--- src/rtl/task_dispatcher_if.sv ---
// Signal bundle linking the task FIFO, the BMW PIFO command/response path
// and the tagged result output of task_dispatcher.
interface task_dispatcher_if #(
    parameter int PTW           = 16,
    parameter int TREE_NUM      = 4,
    parameter int TREE_NUM_BITS = $clog2(TREE_NUM)
) ();
    logic                     fifo_empty;
    logic                     fifo_rd_en;
    logic [PTW+TREE_NUM_BITS:0] fifo_task;

    logic                     cmd_valid;
    logic                     cmd_ready;
    logic                     cmd_push;
    logic [TREE_NUM_BITS-1:0] cmd_tree;
    logic [PTW-1:0]           cmd_data;

    logic                     resp_valid;
    logic [PTW-1:0]           resp_data;

    logic                     out_valid;
    logic [TREE_NUM_BITS-1:0] out_tree;
    logic [PTW-1:0]           out_data;

    modport master (
        input  fifo_empty, fifo_task, cmd_ready, resp_valid, resp_data,
        output fifo_rd_en, cmd_valid, cmd_push, cmd_tree, cmd_data,
               out_valid, out_tree, out_data
    );

    modport slave (
        output fifo_empty, fifo_task, cmd_ready, resp_valid, resp_data,
        input  fifo_rd_en, cmd_valid, cmd_push, cmd_tree, cmd_data,
               out_valid, out_tree, out_data
    );
endinterface

--- src/rtl/task_dispatcher.sv ---
// Pops {op, tree, data} tasks from the task FIFO, drops illegal ones using
// per-tree occupancy, issues push/pop commands and tags pop results.
module task_dispatcher #(
    parameter int PTW           = 16,
    parameter int TREE_NUM      = 4,
    parameter int TREE_NUM_BITS = $clog2(TREE_NUM),
    parameter int TREE_CAP      = 8,
    parameter int CNT_W         = $clog2(TREE_CAP + 1)
) (
    input  logic                clk,
    input  logic                rst_n,
    task_dispatcher_if.master   bus,
    output logic [15:0]         drop_cnt,
    output logic                busy
);
    typedef enum logic [2:0] {
        S_IDLE,
        S_FETCH,
        S_CHECK,
        S_ISSUE,
        S_WAIT_RESP
    } state_t;

    state_t                   r_state;
    state_t                   w_next;

    logic                     r_op;
    logic [TREE_NUM_BITS-1:0] r_tree;
    logic [PTW-1:0]           r_data;
    logic [CNT_W-1:0]         r_occ [TREE_NUM];
    logic [15:0]              r_drop_cnt;
    logic                     r_out_valid;
    logic [TREE_NUM_BITS-1:0] r_out_tree;
    logic [PTW-1:0]           r_out_data;

    logic                     w_tree_ok;
    logic [CNT_W-1:0]         w_occ_cur;
    logic                     w_illegal;
    logic                     w_drop;
    logic                     w_handshake;
    logic                     w_resp_take;

    // Out-of-range ids only exist when TREE_NUM is not a power of two.
    assign w_tree_ok = (int'(r_tree) < TREE_NUM);
    assign w_occ_cur = w_tree_ok ? r_occ[r_tree] : '0;
    assign w_illegal = !w_tree_ok ||
                       (r_op ? (w_occ_cur == CNT_W'(TREE_CAP)) : (w_occ_cur == '0));

    assign w_handshake = (r_state == S_ISSUE) && bus.cmd_ready;
    assign w_resp_take = (r_state == S_WAIT_RESP) && bus.resp_valid;

    always_ff @(posedge clk or negedge rst_n) begin
        // NOTE: sequential state uses non-blocking assignments so every register
        // samples pre-edge values regardless of process ordering.
        if (!rst_n) r_state <= S_IDLE;
        else        r_state <= w_next;
    end

    always_comb begin
        // NOTE: every output of this block gets a default first; a path that
        // leaves one unassigned would infer a latch.
        w_next         = r_state;
        bus.fifo_rd_en = 1'b0;
        bus.cmd_valid  = 1'b0;
        w_drop         = 1'b0;
        case (r_state)
            S_IDLE: begin
                // Gated by rst_n so the read strobe drops the moment reset asserts.
                if (!bus.fifo_empty && rst_n) begin
                    bus.fifo_rd_en = 1'b1;
                    w_next         = S_FETCH;
                end
            end
            S_FETCH: w_next = S_CHECK;
            S_CHECK: begin
                if (w_illegal) begin
                    w_drop = 1'b1;
                    w_next = S_IDLE;
                end else begin
                    w_next = S_ISSUE;
                end
            end
            S_ISSUE: begin
                bus.cmd_valid = 1'b1;
                if (bus.cmd_ready) w_next = r_op ? S_IDLE : S_WAIT_RESP;
            end
            S_WAIT_RESP: begin
                if (bus.resp_valid) w_next = S_IDLE;
            end
            default: w_next = S_IDLE;
        endcase
    end

    always_ff @(posedge clk or negedge rst_n) begin
        if (!rst_n) begin
            r_op        <= 1'b0;
            r_tree      <= '0;
            r_data      <= '0;
            r_drop_cnt  <= '0;
            r_out_valid <= 1'b0;
            r_out_tree  <= '0;
            r_out_data  <= '0;
            // NOTE: the occupancy array is reset explicitly; it is tiny flop state
            // that gates legality, not a RAM whose contents may start undefined.
            for (int i = 0; i < TREE_NUM; i++) r_occ[i] <= '0;
        end else begin
            r_out_valid <= 1'b0;
            if (r_state == S_FETCH) {r_op, r_tree, r_data} <= bus.fifo_task;
            if (w_drop && (r_drop_cnt != 16'hFFFF)) r_drop_cnt <= r_drop_cnt + 16'd1;
            if (w_handshake) begin
                if (r_op) r_occ[r_tree] <= r_occ[r_tree] + CNT_W'(1);
                else      r_occ[r_tree] <= r_occ[r_tree] - CNT_W'(1);
            end
            if (w_resp_take) begin
                r_out_valid <= 1'b1;
                r_out_tree  <= r_tree;
                r_out_data  <= bus.resp_data;
            end
        end
    end

    assign bus.cmd_push  = r_op;
    assign bus.cmd_tree  = r_tree;
    assign bus.cmd_data  = r_op ? r_data : '0;
    assign bus.out_valid = r_out_valid;
    assign bus.out_tree  = r_out_tree;
    assign bus.out_data  = r_out_data;
    assign drop_cnt      = r_drop_cnt;
    assign busy          = (r_state != S_IDLE);
endmodule

--- src/flat_wrapper.sv ---
// flat-port wrapper written by rule: the top's interface ports become plain ports
module task_dispatcher_flat 
#(
    parameter int PTW           = 16,
    parameter int TREE_NUM      = 4,
    parameter int TREE_NUM_BITS = $clog2(TREE_NUM),
    parameter int TREE_CAP      = 8,
    parameter int CNT_W         = $clog2(TREE_CAP + 1)
)
  (clk, rst_n, drop_cnt, busy, bus_fifo_empty, bus_fifo_task, bus_cmd_ready, bus_resp_valid, bus_resp_data, bus_fifo_rd_en, bus_cmd_valid, bus_cmd_push, bus_cmd_tree, bus_cmd_data, bus_out_valid, bus_out_tree, bus_out_data);
  task_dispatcher_if #(.PTW(PTW), .TREE_NUM(TREE_NUM), .TREE_NUM_BITS(TREE_NUM_BITS)) bus_i ();
  input  logic clk;
  input  logic rst_n;
  output logic [15:0] drop_cnt;
  output logic busy;
  input wire logic [$bits(bus_i.fifo_empty)-1:0] bus_fifo_empty;
  input wire logic [$bits(bus_i.fifo_task)-1:0] bus_fifo_task;
  input wire logic [$bits(bus_i.cmd_ready)-1:0] bus_cmd_ready;
  input wire logic [$bits(bus_i.resp_valid)-1:0] bus_resp_valid;
  input wire logic [$bits(bus_i.resp_data)-1:0] bus_resp_data;
  output wire logic [$bits(bus_i.fifo_rd_en)-1:0] bus_fifo_rd_en;
  output wire logic [$bits(bus_i.cmd_valid)-1:0] bus_cmd_valid;
  output wire logic [$bits(bus_i.cmd_push)-1:0] bus_cmd_push;
  output wire logic [$bits(bus_i.cmd_tree)-1:0] bus_cmd_tree;
  output wire logic [$bits(bus_i.cmd_data)-1:0] bus_cmd_data;
  output wire logic [$bits(bus_i.out_valid)-1:0] bus_out_valid;
  output wire logic [$bits(bus_i.out_tree)-1:0] bus_out_tree;
  output wire logic [$bits(bus_i.out_data)-1:0] bus_out_data;
  assign bus_i.fifo_empty = bus_fifo_empty;
  assign bus_i.fifo_task = bus_fifo_task;
  assign bus_i.cmd_ready = bus_cmd_ready;
  assign bus_i.resp_valid = bus_resp_valid;
  assign bus_i.resp_data = bus_resp_data;
  assign bus_fifo_rd_en = bus_i.fifo_rd_en;
  assign bus_cmd_valid = bus_i.cmd_valid;
  assign bus_cmd_push = bus_i.cmd_push;
  assign bus_cmd_tree = bus_i.cmd_tree;
  assign bus_cmd_data = bus_i.cmd_data;
  assign bus_out_valid = bus_i.out_valid;
  assign bus_out_tree = bus_i.out_tree;
  assign bus_out_data = bus_i.out_data;
  task_dispatcher #(.PTW(PTW), .TREE_NUM(TREE_NUM), .TREE_NUM_BITS(TREE_NUM_BITS), .TREE_CAP(TREE_CAP), .CNT_W(CNT_W)) u_core (.clk(clk), .rst_n(rst_n), .bus(bus_i), .drop_cnt(drop_cnt), .busy(busy));
endmodule
--- config.mk ---
export PLATFORM = sky130hd
export DESIGN_NAME = task_dispatcher_flat
export DESIGN_NICKNAME = d
export VERILOG_FILES = /design/src/rtl/task_dispatcher_if.sv /design/src/rtl/task_dispatcher.sv /design/src/flat_wrapper.sv
export SDC_FILE = /design/constraint.sdc
export NUM_CORES = 1
export LEC_CHECK = 0
export BUFFER_PORTS_ARGS = -buffer_cell sky130_fd_sc_hd__buf_4
export CORE_ASPECT_RATIO = 0.75
export CORE_UTILIZATION = 40
export DETAILED_ROUTE_END_ITERATION = 7
export GPL_TIMING_DRIVEN = 0
export PLACE_DENSITY_LB_ADDON = 0.05
export SKIP_CTS_REPAIR_TIMING = 1
export SYNTH_ARGS = -nofsm -noshare
export SYNTH_HDL_FRONTEND = slang
export SYNTH_SLANG_ARGS = --single-unit
--- constraint.sdc ---
create_clock -name clk -period 2.7 [get_ports clk]
set_input_delay 0.27 -clock clk [delete_from_list [all_inputs] [get_ports clk]]
set_output_delay 0.27 -clock clk [all_outputs]
set_load 0.02 [all_outputs]
Word-level counts from Yosys, hierarchy flattened --
Index checks and enable logic that the tools add are counted. Widths: inputs -> output; s select.
Word-level totals: flip-flop bits (word level) 73, output and inout port bits 57, word-level logic and storage cells 59
Operators by class: $add $sub $neg 3, magnitude comparators 2, eq/ne operators 9, mux-type cells 22, bitwise gates (word level) 1, reductions and logical operators 10
Operators by type and width (count):
- $bwmux 16 | 2
- $mux 16 | 2
- $add 16x1->16 const B | 1
- $ne 16x16->1 const B | 1
- $pmux 3 s5 | 1
- $mux 3 | 4
- $mux 4 | 3
- $bmux 4 s2 | 1
- $demux 4 s2 | 1
- $mux 1 | 7
- $eq 3x2->1 const B | 2
- $logic_and 1x1->1 | 5
- $add 4x1->4 const B | 1
- $eq 4x4->1 const B | 1
- $logic_not 4->1 | 1
- $ne 2x2->1 const B | 2
- $sub 4x1->4 const B | 1
- $eq 3x1->1 const B | 1
- $eq 3x3->1 const B | 1
- $ge 3x3->1 const B | 1
- $logic_not 3->1 | 1
- $lt 3x1->1 const B | 1
- $not 2->3 | 1
- $reduce_and 3->1 | 1
- other kinds (4) | 4

Logic depth before layout (Yosys ltp) --
Gate-level depths: netlist of run 1.
word-level depth 9, gate-level depth with buffers 8

Worst setup path after synthesis of run 1 --
No wires, ideal clock.
kind register to register, start register u_core.r_tree[0], in the netlist u_core.bus.cmd_tree[0], end register u_core.r_drop_cnt[5], in the netlist u_core.drop_cnt[5], arrival time 2.102 ns, required time 2.571 ns, slack 0.469 ns, stages on the path, launching flop included 9, cell sequence dfrtp_1 > buf_6 > mux4_2 > inv_1 > ha_1 > nor3b_4 > buf_6 > nand4_2 > xnor2_1
On the way: cells in the longest elaborated chain, start to end 9, elaborated cells between the ends (all ways) 10
Ends and longest elaborated chain:
- from (decl) | line task_dispatcher.sv:28 | logic [TREE_NUM_BITS-1:0] r_tree;
- from (signal assigned) | line task_dispatcher.sv:108 | if (r_state == S_FETCH) {r_op, r_tree, r_data} <= bus.fifo_task;
- $not 2->3 (implied by the code) (*) | line task_dispatcher.sv:45 | assign w_occ_cur = w_tree_ok ? r_occ[r_tree] : '0;
- $bmux 4 s2 (*) | line task_dispatcher.sv:45
- $mux 4 (implied by the code) (*) (2 in a row) | line task_dispatcher.sv:45
- $eq 4x4->1 or $logic_not 4->1 (tied branches) | line task_dispatcher.sv:47 | (r_op ? (w_occ_cur == CNT_W'(TREE_CAP)) : (w_occ_cur == '0));
- $mux 1 (*) | line task_dispatcher.sv:47
- $mux 1 (*) | line task_dispatcher.sv:76 | if (w_illegal) begin
- $mux 1 (*) | line task_dispatcher.sv:66 | case (r_state)
- $logic_and 1x1->1 (*) | line task_dispatcher.sv:109 | if (w_drop && (r_drop_cnt != 16'hFFFF)) r_drop_cnt <= r_drop_cnt + 16'd1;
- to (signal assigned) | line task_dispatcher.sv:109
- to (decl) | line task_dispatcher.sv:31 | logic [15:0] r_drop_cnt;
Mark *: on every way between the ends. The rest lies on a longest branch, timed or not. The select of a mux whose other input is x is not followed. A chain may end at the register's enable or synchronous reset.

Final worst setup path of run 1 --
start register u_core.r_tree[1], in the netlist u_core.bus.cmd_tree[1], end register u_core.r_drop_cnt[14], in the netlist u_core.drop_cnt[14]
Same word-level chain as after synthesis.

==> results list, run 1 <==
- GRT Resource Usage Total: 0.170
* Drt total wl: 6790 um
- The count of pins over their slew limit came to 0.
- The library cells used most frequently in the layout, excluding fill and tap cells, are sky130_fd_sc_hd__buf_4, sky130_fd_sc_hd__dfrtp_1, sky130_fd_sc_hd__mux2_2, sky130_fd_sc_hd__and2_1, sky130_fd_sc_hd__xnor2_1.
* Least-Margin Pin Slew: 0.927 ns
- Power density over cell area: 1180 mW/mm^2
* Clock Skew: 0.0139 ns
* Cell count after placement: 453
- For this run, the detailed router's first-pass iteration total came to 4.
- For this run, the post-layout net count is 403.
- Entering global routing, the biggest net connects 75 pins.
- Part of the power in combinational logic: 0.508
* Setup violations, final: 0
- The synthesized design contains 0 enable-type register cells.
* Accumulated negative setup slack: 0 ns
- Yosys printed 0 warnings.
- Number of global-route vias before repair: 2257
- The detailed router finished its first iteration with 72 violations.
- TritonCTS built the clock tree.
- Library cells used by synthesis: 39
- The setup path with the least slack is of type register to register.
- Setup slack on the critical path of the routed design comes to 0.298 ns.
* Total cell area at the placement stage: 0.00420 mm^2
* Synth async-reset ratio: 1.00
- Minimum clock period after layout: 2.40 ns
- The first global-routing pass estimated 11400 um of wire.
- Across all register-to-register paths, the minimum setup slack is 0.30 ns.
- Number of non-filler instances in the completed layout: 469
- Number of CTS-inserted buffers: 9
* Cell at the root of the clock tree: sky130_fd_sc_hd__clkbuf_8
- Post-Synthesis Net Count: 296
- Of the post-synthesis cell area, the dominant cell type holds 0.546.
- The analysis attributes to net switching a power of 2.06 mW.
- For this configuration, the core starts out at a cell density of 0.419.
* Gate count of the mapped netlist: 252
* Critical path data required time: 2.94 ns
* Avg Cell Area, Syn: 13.3 um^2
- Before CTS, the worst setup slack after placement is 0.255 ns.
* Endpoint arrival time on the critical path: 2.64 ns
- sky130_fd_sc_hd__dfrtp_1 takes more of the synthesized area than any other cell.
* Final cycle utilization of the critical path: 0.890
- Worst Reg-to-Reg Cells: 8
* Switching portion of total power: 0.399
- Peak clock frequency supported by timing: 416 MHz
- Overall power consumption after layout is estimated at 5.18 mW.
- The finished cells cover 0.00438 mm^2.
- Fillcell total: 698
- STA classifies the critical path startpoint as a register.
- The later pin in the worst-skew pair is clocked with a latency of 0.34 ns.
- Among all flip-flop cells after synthesis, the most frequent one is sky130_fd_sc_hd__dfrtp_1.
- Via count: 2274
- Worst reg2reg endpoint: u_core.drop_cnt[14]
- Final weighted congestion in routability-driven placement: 0.756
* Layout overhead on the synthesized area: 30.9%
- The die is 108 um wide.
- In this run the critical register-to-register path is launched from u_core.bus.cmd_tree[1].
- For this run the aggregate overflow at the end of global routing stands at 0.
- The number of hold violations in the final report is 0.
- Number of H-tree levels: 3
- Counting along the longest clock path gives a buffer depth of 2.
* Critical path endpoint category: register
- Clock-pin slew was measured on the worst setup and hold paths at 0.09 ns.
- Die area: 0.00874 mm^2
* Number of clock sinks seen by CTS: 73
* Most frequent standard cell in the layout excluding fill and tap cells: sky130_fd_sc_hd__buf_4
- Measured against its own limit, the worst slew margin works out to 0.382.
- Final hold slack: 0.0696 ns
- DR WL/cell: 14.5 um
- Die Ht: 81.2 um
- Detailed placement ended at an HPWL of 4800 um.
* Top fanout value on the critical path: 10
- The synthesized design contains 73 register bits.
- Antenna Diode Count: 0
- Netlist area before placement: 0.00335 mm^2
* Routed Antenna Nets: 0
- Post-DR vias/cell: 4.85
- During I/O placement, the number of pins put on the boundary was 97.
- Clock power share: 0.155
- Input and output buffers added on the ports amount to 96.
* Core Box Area: 0.00799 mm^2
* Status: completed
- Of the synthesized area, sequential elements account for 0.546.
- Leakage: 2.09 nW
- By area the synthesized netlist is led by sky130_fd_sc_hd__dfrtp_1, sky130_fd_sc_hd__mux2_2, sky130_fd_sc_hd__xnor2_1, sky130_fd_sc_hd__and2_1, sky130_fd_sc_hd__mux4_2.
- In this run the core area contains 28 standard-cell rows.
* Final core utilization: 0.548
* Hold Path Class: input port to asynchronous set/reset pin
- Count of max-cap constraint violations: 0
* Share of final-layout standard cells stronger than drive strength 1: 0.505
* VDD IR max: 0.537 mV
* RSZ-0062 raised after global routing: no
- In the routed design, unresolved DRC markers number 0.
* Number of antenna violations at the first check in global routing: 0
* Sequential share of power: 0.337
- Internal power comes to 3.11 mW.
==> synthesized netlist by cell type (2+ instances only) <==
library cell,instances
sky130_fd_sc_hd__dfrtp_1,73
sky130_fd_sc_hd__and3_1,7
sky130_fd_sc_hd__buf_6,2
sky130_fd_sc_hd__nand4_1,5
sky130_fd_sc_hd__nand4_2,4
sky130_fd_sc_hd__and2_1,17
sky130_fd_sc_hd__inv_1,5
sky130_fd_sc_hd__nand2_1,9
sky130_fd_sc_hd__a21oi_1,4
sky130_fd_sc_hd__mux2_2,49
sky130_fd_sc_hd__xnor2_1,17
sky130_fd_sc_hd__nor3b_1,3
sky130_fd_sc_hd__ha_1,4
sky130_fd_sc_hd__nand3_2,5
sky130_fd_sc_hd__mux4_2,4
sky130_fd_sc_hd__and4_1,3
sky130_fd_sc_hd__nand2b_1,3
sky130_fd_sc_hd__buf_2,3
sky130_fd_sc_hd__clkbuf_1,6
sky130_fd_sc_hd__nor2_1,10
==> metal layers <==
layer / vias up / global-route usage / part of all wire
met3: 3 / 0.0562 / 0.071
met5: - / 0 / 0
met2: 74 / 0.255 / 0.43
met4: 0 / 0.0411 / 0.0047
met1: 1092 / 0.238 / 0.49
li1: 1105 / - / -
==> logic make-up (layout without fill, tap and decap cells) <==
logic type      after synthesis  after routing  share of synthesized area
mux                          55             55                      0.198
buf+inv                      17            129                     0.0247
flops                        73             73                      0.546
simple gates                 75             75                      0.148
compound gates                9              9                     0.0165
xor+xnor                     19             19                     0.0520
fa+ha+maj                     4              4                     0.0150
==> worst max-delay path, stage by stage (launching register included) <==
cell and delay [ns]:
sky130_fd_sc_hd__dfrtp_1 0.34, sky130_fd_sc_hd__clkbuf_1 0.39, sky130_fd_sc_hd__mux4_2 0.48, sky130_fd_sc_hd__inv_1 0.11, sky130_fd_sc_hd__ha_1 0.14, sky130_fd_sc_hd__nor3b_4 0.38
sky130_fd_sc_hd__buf_6 0.23, sky130_fd_sc_hd__nand4_2 0.09, sky130_fd_sc_hd__xnor2_1 0.13
==> sequential cells by signal (all words and copies together), names as in the netlist, named ones only <==
signal,count
u_core.bus.out_data,16
u_core.drop_cnt,16
u_core.r_data,16
u_core.r_occ,12
u_core.r_state,3
u_core.bus.cmd_tree,2
u_core.bus.out_tree,2
u_core.bus.cmd_push,1
u_core.bus.out_valid,1
==> cell type report <==
type	count	area [um^2]	share of cell area
Sequential cell	73	1830	0.417
Multi-Input combinational cell	162	1440	0.328
Timing Repair Buffer	96	721	0.165
Tap cell	105	131	0.0300
Clock buffer	9	124	0.0283
Buffer	12	63.8	0.0146
Clock inverter	7	57.6	0.0131
Inverter	5	18.8	0.00429
==> power by group through the flow <==
stage / Clock [mW] / Sequential, mW / Combinational [mW]
final: 0.800 / 1.75 / 2.63
after global routing: 0.885 / 1.82 / 2.89
after CTS: 0.835 / 1.75 / 2.67
after global placement: 0 / 1.75 / 2.62
after detailed placement: 0 / 1.77 / 2.66
after floorplan: 0 / 1.95 / 1.58
==> how the worst max path moves through the flow <==
| stage | start | end | slack, ns | cells after the start |
|---|---|---|---|---|
| after CTS | u_core.bus.cmd_tree[1] | u_core.drop_cnt[2] | 0.26 | 8 |
| after global routing | u_core.bus.cmd_tree[1] | u_core.drop_cnt[10] | 0.02 | 8 |
| after global placement | u_core.bus.cmd_tree[1] | u_core.drop_cnt[5] | 0.29 | 8 |
| after detailed placement | u_core.bus.cmd_tree[1] | u_core.drop_cnt[9] | 0.26 | 8 |
| final | u_core.bus.cmd_tree[1] | u_core.drop_cnt[14] | 0.30 | 8 |
| after floorplan | u_core.bus.cmd_tree[0] | u_core.drop_cnt[5] | 0.47 | 8 |
(Power assumes the default switching activity.)
==> run 2, diff against run 1 <==
--- a/config.mk
+++ b/config.mk
@@ -7,7 +7,7 @@
 export LEC_CHECK = 0
 export BUFFER_PORTS_ARGS = -buffer_cell sky130_fd_sc_hd__buf_4
 export CORE_ASPECT_RATIO = 0.75
-export CORE_UTILIZATION = 40
+export CORE_UTILIZATION = 50
 export DETAILED_ROUTE_END_ITERATION = 7
 export GPL_TIMING_DRIVEN = 0
 export PLACE_DENSITY_LB_ADDON = 0.05
==> results list, run 2 (synthesized netlist as in run 1, its figures left out) <==
- Status: completed
* Number of violations reported at the end of detailed-routing iteration 0: 104
- Die width: 96.5 um
- At the end of the flow the core is filled with cells to 0.692.
* Buffers on Ports: 96
- Summed over all cells, the static leakage comes to 2.13 nW.
* Final cycle utilization of the critical path: 0.918
- The routed design could run at a clock period as short as 2.48 ns.
- For met1 alone, demand over resource in global routing was 0.280.
- Die area: 0.00703 mm^2
* Core Box Area: 0.00638 mm^2
* Top fanout value on the critical path: 10
* Number of global-route vias before repair: 2210
- Buffers inserted during clock tree synthesis total 9.
- For met3 alone, demand over resource in global routing was 0.101.
- The tool flagged a number of max-cap violations equal to 0.
- STA classifies the critical path startpoint as a register.
* Initial core utilization: 0.524
- Peak clock frequency supported by timing: 404 MHz
* RSZ-0062 raised after global routing: no
* Reg clk slew, reported paths: 0.08 ns
- In this run the remaining antenna-violating nets after routing total 0.
- Hold Path Class: input port to asynchronous set/reset pin
* Cell at the root of the clock tree: sky130_fd_sc_hd__clkbuf_8
* First-pass iteration count of the detailed router: 4
* DR WL/cell: 15.3 um
* Accumulated negative setup slack: 0 ns
- Final #Nets: 403
- Least-Margin Pin Slew: 0.916 ns
- Counting every sink on the clock net gives 73.
- Row cnt: 25
- Met2 Resource Use GR: 0.304
* Final global-route overflow total: 0
- Endpoint arrival time on the critical path: 2.72 ns
* Share of final-layout standard cells stronger than drive strength 1: 0.505
- Drt total wl: 6800 um
- From synthesis to final layout, the design area changed by 32.0%.
* Antenna Diode Count: 0
- Across every metal layer, demand over resource in global routing totals 0.209.
* Critical path data required time: 2.94 ns
- Clock Skew: 0.0110 ns
- Fillcell total: 480
* Pins Over Slew Limit: 0
- Setup violations remaining at the end of the flow were counted as 0.
* Pin count of the biggest net entering global routing: 75
- The setup path with the least slack is of type register to register.
* Clock latency on the worst-skew pair: 0.35 ns
- Number of antenna violations at the first check in global routing: 0
* Post-detailed-route DRC marker count: 0
* Layer with the highest usage: met2
* Deepest clock path buffer count: 2
* Via count: 2310
* Critical path endpoint category: register
- The floorplan step set the die height to 72.8 um.
- Post-DR vias/cell: 5.19
- The first global-routing pass estimated 10900 um of wire.
- Most frequent standard cell in the layout excluding fill and tap cells: sky130_fd_sc_hd__buf_4
* Half-perimeter wire length after placement: 4760 um
* VDD IR max: 0.747 mV
* Final number of hold-violating endpoints: 0
- 97 I/O pins were placed.
- Number of H-tree levels: 3
- Dividing total power by cell area gives a power density of 1230 mW/mm^2.
- TritonCTS built the clock tree.
- Leaving out fill and tap cells, the most frequent cells in the layout are sky130_fd_sc_hd__buf_4, sky130_fd_sc_hd__dfrtp_1, sky130_fd_sc_hd__mux2_2, sky130_fd_sc_hd__and2_1, sky130_fd_sc_hd__xnor2_1.
- Worst relative slew slack: 0.389
- Routability-driven placement finished with a final weighted congestion of 0.765.
[run 2: cell types whose count changed in the layout (fill, tap and decap cells not counted), sizes merged]
cell      change
clkinvlp      -2
clkinv        +1
inv           -2
bufinv        +3
[run 2: final timing paths]
| check | startpoint | to | slack [ns] | depth (start not counted) |
|---|---|---|---|---|
| worst min-delay path | rst_n | u_core.drop_cnt[4] | 0.06 | 1 |
| worst max-delay path | u_core.bus.cmd_tree[1] | u_core.drop_cnt[14] | 0.22 | 8 |
| worst max register to register | u_core.bus.cmd_tree[1] | u_core.drop_cnt[14] | 0.22 | 8 |
| worst min register to register | u_core.drop_cnt[9] | u_core.drop_cnt[9] | 0.49 | 1 |
| min in group clk | bus_resp_valid | u_core.r_state[2] | 0.12 | 2 |
| max in group asynchronous | rst_n | u_core.r_occ[13] | 2.06 | 1 |
[run 2: critical path, stage by stage (launching register included)]
cell and delay, ns:
sky130_fd_sc_hd__dfrtp_1 0.37, sky130_fd_sc_hd__clkbuf_1 0.41, sky130_fd_sc_hd__mux4_2 0.49, sky130_fd_sc_hd__inv_1 0.12, sky130_fd_sc_hd__ha_1 0.14, sky130_fd_sc_hd__nor3b_4 0.37, sky130_fd_sc_hd__buf_6 0.22, sky130_fd_sc_hd__nand4_2 0.10
sky130_fd_sc_hd__xnor2_1 0.14
[run 2: area by class of cell]
cell class | instances | area (um^2) | area share
Tap cell | 81 | 101 | 0.0229
Sequential cell | 73 | 1830 | 0.413
Multi-Input combinational cell | 162 | 1440 | 0.325
Inverter | 5 | 18.8 | 0.00425
Timing Repair Buffer | 96 | 721 | 0.163
Clock buffer | 9 | 124 | 0.0280
Clock inverter | 7 | 126 | 0.0286
Buffer | 12 | 63.8 | 0.0144
[run 2: stage by stage]
| step | instances | setup slack [ns] | power (mW) | hold slack [ns] | instance area, um^2 |
|---|---|---|---|---|---|
| 2_1_floorplan | 252 | 0.469 | 3.52 | -0.0256 | 3350 |
| 3_3_place_gp | 429 | 0.265 | 4.35 | 0.462 | 4170 |
| 3_5_place_dp | 429 | 0.231 | 4.43 | 0.465 | 4170 |
| 4_1_cts | 445 | 0.215 | 5.51 | 0.0801 | 4420 |
| 5_1_grt | 445 | 0.0453 | 5.81 | 0.115 | 4420 |
| 6_report | 445 | 0.222 | 5.45 | 0.0553 | 4420 |
[run 2: report_power, final]
group | switching [mW] | total, mW | internal (mW)
sequential | 0.228 | 1.76 | 1.53
combinational | 1.39 | 2.63 | 1.24
clock | 0.438 | 1.06 | 0.625
[run 2: metal layers]
layer  up-vias  share of wire
li1       1100              -
met1      1122           0.45
met2        83           0.44
met3         5          0.098
met4         0         0.0088
met5         -              0
